$ cat config.mk
export PLATFORM = sky130hd
export DESIGN_NAME = fitbit_seg_driver
export DESIGN_NICKNAME = d
export VERILOG_FILES = /design/src/rtl/fitbit_pkg.sv /design/src/rtl/bin2bcd_seq.sv /design/src/rtl/fitbit_seg_driver.sv
export SDC_FILE = /design/constraint.sdc
export NUM_CORES = 1
export LEC_CHECK = 0
export ABC_AREA = 1
export CAP_MARGIN = 20
export CORE_MARGIN = 8
export CORE_UTILIZATION = 40
export CTS_CLUSTER_DIAMETER = 50
export CTS_CLUSTER_SIZE = 25
export DETAILED_ROUTE_END_ITERATION = 7
export DONT_BUFFER_PORTS = 1
export SETUP_SLACK_MARGIN = 0.02
export SKIP_LAST_GASP = 1
export SYNTH_ARGS = -nofsm -noshare
export SYNTH_HDL_FRONTEND = slang
export SYNTH_HIERARCHICAL = 1
export SYNTH_SLANG_ARGS = --single-unit
$ cat constraint.sdc
create_clock -name clk -period 6.52 [get_ports clk]
set_clock_uncertainty 0.15 [all_clocks]
set_input_delay 1.956 -clock clk [delete_from_list [all_inputs] [get_ports clk]]
set_output_delay 1.956 -clock clk [all_outputs]
set_load 0.05 [all_outputs]
$ cat src/rtl/fitbit_pkg.sv
// ============================================================================
// Module : fitbit_pkg
// Brief  : Shared constants, segment table and conversion state type for the
//          step-tracker seven-segment display driver.
// Rev    : 1.0  initial release
// ============================================================================
`default_nettype none

package fitbit_pkg;

    localparam logic [6:0]  SEG_BLANK   = 7'h7F;
    localparam logic [15:0] MAX_DISPLAY = 16'd9999;

    // Active-low {g,f,e,d,c,b,a}; element 0 is the pattern for digit 0.
    localparam logic [9:0][6:0] SEG_LUT = {
        7'h10, 7'h00, 7'h78, 7'h02, 7'h12,
        7'h19, 7'h30, 7'h24, 7'h79, 7'h40
    };

    typedef enum logic [1:0] {
        ST_IDLE  = 2'd0,
        ST_SHIFT = 2'd1,
        ST_LATCH = 2'd2
    } conv_state_t;

    function automatic logic [6:0] seg_encode(input logic [3:0] nib);
        logic [6:0] pat;
        pat = SEG_BLANK;
        if (nib <= 4'd9) begin
            pat = SEG_LUT[nib];
        end
        return pat;
    endfunction

endpackage

`default_nettype wire

$ cat src/rtl/bin2bcd_seq.sv
// ============================================================================
// Module : bin2bcd_seq
// Brief  : Sequential double-dabble: one capture cycle, 16 shift cycles and
//          one latch cycle per conversion.
// Rev    : 1.0  initial release
// ============================================================================
`default_nettype none

module bin2bcd_seq
    import fitbit_pkg::*;
(
    input  logic        clk,
    input  logic        reset,
    input  logic [13:0] bin_in,
    input  logic        start,
    output logic        busy,
    output logic [15:0] bcd_out,
    output logic        done
);

    conv_state_t r_state;
    logic [31:0] r_shift;
    logic [3:0]  r_iter;
    logic        r_busy;
    logic        r_done;
    logic [31:0] w_adj;

    // Upper 16 bits hold the four BCD nibbles, lower 16 the binary being shifted in.
    always_comb begin
        w_adj = r_shift;
        for (int k = 0; k < 4; k++) begin
            if (r_shift[16 + 4*k +: 4] >= 4'd5) begin
                w_adj[16 + 4*k +: 4] = r_shift[16 + 4*k +: 4] + 4'd3;
            end
        end
    end

    always_ff @(posedge clk) begin
        if (reset) begin
            r_state <= ST_IDLE;
            r_shift <= '0;
            r_iter  <= '0;
            r_busy  <= 1'b0;
            r_done  <= 1'b0;
        end else begin
            case (r_state)
                ST_IDLE: begin
                    if (start) begin
                        r_shift <= {18'd0, bin_in};
                        r_iter  <= '0;
                        r_busy  <= 1'b1;
                        r_done  <= 1'b0;
                        r_state <= ST_SHIFT;
                    end
                end
                ST_SHIFT: begin
                    r_shift <= {w_adj[30:0], 1'b0};
                    r_iter  <= r_iter + 4'd1;
                    if (r_iter == 4'd15) begin
                        r_done  <= 1'b1;
                        r_state <= ST_LATCH;
                    end
                end
                ST_LATCH: begin
                    r_busy  <= 1'b0;
                    r_done  <= 1'b0;
                    r_state <= ST_IDLE;
                end
                default: begin
                    r_busy  <= 1'b0;
                    r_done  <= 1'b0;
                    r_state <= ST_IDLE;
                end
            endcase
        end
    end

    assign busy    = r_busy;
    assign done    = r_done;
    assign bcd_out = r_shift[31:16];

endmodule

`default_nettype wire

$ cat src/rtl/fitbit_seg_driver.sv
// ============================================================================
// Module : fitbit_seg_driver
// Brief  : Converts the tracker display value to BCD and scans it onto a
//          4-digit multiplexed common-anode seven-segment display.
// Rev    : 1.0  initial release
// ============================================================================
`default_nettype none

module fitbit_seg_driver
    import fitbit_pkg::*;
#(
    parameter int REFRESH_DIV = 100000,
    parameter int BLANK_LZ    = 1
) (
    input  logic        clk,
    input  logic        reset,
    input  logic [15:0] display,
    input  logic        is_miles,
    input  logic        SI,
    output logic [3:0]  an,
    output logic [6:0]  seg,
    output logic        dp,
    output logic        si_led,
    output logic        conv_busy
);

    localparam int              CNT_W     = $clog2(REFRESH_DIV);
    localparam logic [CNT_W-1:0] C_CNT_MAX = CNT_W'(REFRESH_DIV - 1);

    logic [13:0]      w_bin;
    logic             w_busy;
    logic             w_done;
    logic [15:0]      w_bcd;

    logic             r_miles_cap;
    logic             r_miles;
    logic [15:0]      r_digits;
    logic [CNT_W-1:0] r_refresh_cnt;
    logic [1:0]       r_digit_sel;
    logic [3:0]       r_an;
    logic [6:0]       r_seg;
    logic             r_dp;
    logic             r_si_led;

    logic             w_wrap;
    logic [1:0]       w_sel_next;
    logic [15:0]      w_digits_next;
    logic             w_miles_next;
    logic [3:0]       w_nib;
    logic [3:0]       w_lz;
    logic [6:0]       w_seg_next;

    assign w_bin = (display > MAX_DISPLAY) ? MAX_DISPLAY[13:0] : display[13:0];

    bin2bcd_seq u_bcd (
        .clk     (clk),
        .reset   (reset),
        .bin_in  (w_bin),
        .start   (1'b1),
        .busy    (w_busy),
        .bcd_out (w_bcd),
        .done    (w_done)
    );

    // Outputs are built from next-state values so a latch or wrap shows on the same edge.
    always_comb begin
        w_wrap        = (r_refresh_cnt == C_CNT_MAX);
        w_sel_next    = w_wrap ? r_digit_sel + 2'd1 : r_digit_sel;
        w_digits_next = w_done ? w_bcd : r_digits;
        w_miles_next  = w_done ? r_miles_cap : r_miles;
        w_nib         = w_digits_next[{w_sel_next, 2'b00} +: 4];
        w_lz[3]       = (w_digits_next[15:12] == 4'd0);
        w_lz[2]       = w_lz[3] && (w_digits_next[11:8] == 4'd0);
        w_lz[1]       = w_lz[2] && (w_digits_next[7:4] == 4'd0);
        w_lz[0]       = 1'b0;
        w_seg_next    = ((BLANK_LZ != 0) && w_lz[w_sel_next]) ? SEG_BLANK : seg_encode(w_nib);
    end

    always_ff @(posedge clk) begin
        if (reset) begin
            r_miles_cap   <= 1'b0;
            r_miles       <= 1'b0;
            r_digits      <= '0;
            r_refresh_cnt <= '0;
            r_digit_sel   <= 2'd0;
            r_an          <= 4'b1111;
            r_seg         <= SEG_BLANK;
            r_dp          <= 1'b1;
            r_si_led      <= 1'b0;
        end else begin
            if (!w_busy) begin
                r_miles_cap <= is_miles;
            end
            r_digits      <= w_digits_next;
            r_miles       <= w_miles_next;
            r_refresh_cnt <= w_wrap ? '0 : r_refresh_cnt + 1'b1;
            r_digit_sel   <= w_sel_next;
            r_an          <= ~(4'b0001 << w_sel_next);
            r_seg         <= w_seg_next;
            r_dp          <= !((w_sel_next == 2'd0) && w_miles_next);
            r_si_led      <= SI;
        end
    end

    assign an        = r_an;
    assign seg       = r_seg;
    assign dp        = r_dp;
    assign si_led    = r_si_led;
    assign conv_busy = w_busy & ~w_done;

endmodule

`default_nettype wire

==> qor.txt <==
outcome: completed
post-synthesis register bit count: 89
post-detail-place hpwl: 6.28 mm
total track usage: 12.9%
Clock Sinks: 89
cell family with most CP delay: simple AND/OR/NAND/NOR gates
Hold Path Class: reg -> reg
initial antenna violation count: 0
share of Yosys cell area claimed by the top area cell type: 38.7%
Seq/Total Area, Yosys: 38.7%
xor and xnor area share after synthesis: 0.762%
synth top area cells: dfxtp_1 39%, nand2_1 11%, nor2_1 5.6%
met1 Resource Use GR: 15.2%
Critical R2R Launch: u_bcd/r_state[1]$_SDFFE_PP0P_
syn_area_per_cell: 7.29 um2
number of library cell types mapped by synthesis: 42
CTS root buf: clkbuf_16
CTS tree: done
I/O Buffers: 0
setup_tns: 0 ns
final hold violations: 0
most frequently used flop master after synthesis: dfxtp_1
Reg2Reg Depth: 14
layout cells sized above 1: 11.3%
htree depth: 3
die height: 123 um
Detailed Route Iter0 Violations: 188
CP cell instances: nor2_1
CP startpoint: u_bcd/r_state[1]$_SDFFE_PP0P_
Critical Path RT: 4.41 ns
Worst Max-Slew Pin Slew: 0.934 ns
Ys Warns: 6
Crit Path Class: reg -> out
post-synthesis compound-gate area fraction: 9.69%
Slew Limit Fails: 0
total gr overflow: 0
crit path DAT: 1.74 ns
Synth Instances: 631
post-synth top area cell: dfxtp_1
TritonCTS buffer count: 9
period utilization: 59.0%
Top Usage Layer GRT: met2
CP Max Fanout: 20
RSZ-0062 raised after global routing: no
clk_lat worst skew: 0.34 ns
Syn Std Cell Area: 4600 um2
Pleak: 2.04 nW
CP Depth: 1
detailed-route wire length: 8.97 mm
global-route wire length before repair: 15.9 mm
peak supply drop: 0.184 mV
# resized after CTS: 0
Slew headroom: 37.5%
f_max: 260 MHz
Post-synth EDFFs: 0
vias in the first global route: 3583
number of setup buffers added after CTS: 0
max-cap violations: 0
Die Area: 15200 um2
Reg area: 1780 um2
met2 Track Usage GR: 21.5%
multi-input logic area: 2280 um2
row cnt: 39
CP endpoint: conv_busy
crit end category: output pin
startpoint class of the critical path: flop
Max stage delay on crit path: 0.84 ns
clk buf depth: 2
width of the die: 123 um
final core utilization: 42.4%
Simple-Gate Fraction of Synth Area: 34.0%
largest family of logic cells by synthesized area: simple AND/OR/NAND/NOR gates
Post-route DRC: 0
routability congestion estimate: 0.791
count leader, synth: nand2_1
Vias per Instance: 4.92
post-route ant nets: 0
Async SR Flop Fraction: 0%
cell at the slowest stage of the critical path: nor2_1
final setup fails: 0
grt met3 use: 4.20%
CP bufs+invs: 0
n_diodes: 0
I/O pin count: 34
Layout area overhead: 4.27%
via count: 3706
Clock Pin Slew Worst Setup and Hold Paths: 0.06 ns
Post-synth top cells: 139 x nand2_1, 89 x dfxtp_1, 69 x nor2_1
routed length per instance: 11.9 um
reg-to-reg endpoint: seg[3]$_SDFF_PP1_
Final min period: 3.85 ns
core area: 11300 um2
pin count of the biggest net entering global routing: 50
R2R Setup Slk: 3.56 ns
Initial Util: 40.6%
Power Density: 229 nW/um2
multiplexer share of the synthesized area: 1.09%
Fin Hold WS: 0.293 ns
CTS Hold Bufs: 0
Synth Area in Adders: 4.08%
Fillers: 1164
syn_nets: 666
drt first pass iters: 6
Nets: 642
-- cells by family after synthesis --
family	after synthesis
XOR/XNOR	4
AO/OA/AOI/OAI	77
buffers and inverters	110
adder cells (fa/ha/maj)	15
flip-flops	89
multiplexers	5
AND/OR/NAND/NOR	330
other	1
-- power breakdown --
part / total [mW] / internal [mW] / switching [mW]
sequential: 0.575 / 0.557 / 0.0177
clock: 0.468 / 0.265 / 0.203
combinational: 0.0532 / 0.0151 / 0.0381
total: 1.10 / 0.838 / 0.259
-- layer usage --
| metal | vias to the layer above | wire, um |
|---|---|---|
| li1 | 1960 | - |
| met1 | 1674 | 4350 |
| met2 | 61 | 4040 |
| met3 | 11 | 460 |
| met4 | 0 | 119 |
| met5 | - | 0 |
-- cell type report --
cell class / count / share of cell area (%)
clock inverter: 3 / 0.365
sequential: 89 / 37.2
inverter: 75 / 5.95
clock buffer: 12 / 5.14
multi-input combinational: 432 / 47.7
tap: 143 / 3.73
-- how the worst min path moves through the flow --
stage                                   start                to  slack, ns  cells after the start
floorplan           r_digit_sel[1]$_SDFF_PP0_  an[3]$_SDFF_PP1_       0.25                      1
detailed placement  r_digit_sel[1]$_SDFF_PP0_  an[3]$_SDFF_PP1_       0.28                      1
CTS                 r_digit_sel[1]$_SDFF_PP0_  an[3]$_SDFF_PP1_       0.29                      1
finish              r_digit_sel[1]$_SDFF_PP0_  an[3]$_SDFF_PP1_       0.29                      1
global route        r_digit_sel[1]$_SDFF_PP0_  an[3]$_SDFF_PP1_       0.32                      1
global placement    r_digit_sel[1]$_SDFF_PP0_  an[3]$_SDFF_PP1_       0.28                      1
-- state kept, by name, indices dropped and copies added, names as in the netlist --
| register | cells |
|---|---|
| r_miles | 1 |
| seg | 7 |
| u_bcd/busy | 1 |
| r_refresh_cnt | 17 |
| u_bcd/r_iter | 4 |
| r_digit_sel | 2 |
| u_bcd/r_state | 2 |
| r_miles_cap | 1 |
| si_led | 1 |
| u_bcd/r_shift | 32 |
| an | 4 |
| dp | 1 |
| r_digits | 16 |
-- layout by cell type, fill, tap and decap left out, types with 9 or more instances in the layout --
cell | Yosys | layout
inv_1 | 65 | 65
nand3_1 | 48 | 48
nand2_2 | 9 | 9
o21ai_0 | 21 | 21
ha_1 | 15 | 15
nand2_1 | 139 | 139
a21oi_1 | 28 | 28
nand4_1 | 13 | 13
dfxtp_1 | 89 | 89
nor2_1 | 69 | 69
clkbuf_16 | 0 | 9
or2_2 | 15 | 15
-- through the flow --
step	std cells	power (mW)	instance area (um2)	setup slack (ns)
after floorplan	631	0.638	4600	3.11
after global placement	739	0.639	4530	3.02
after detailed placement	739	0.641	4530	2.96
after CTS	754	1.11	4790	2.63
after global routing	754	1.14	4790	2.58
final	754	1.10	4790	2.67
Power figures use the tool's default switching activity.
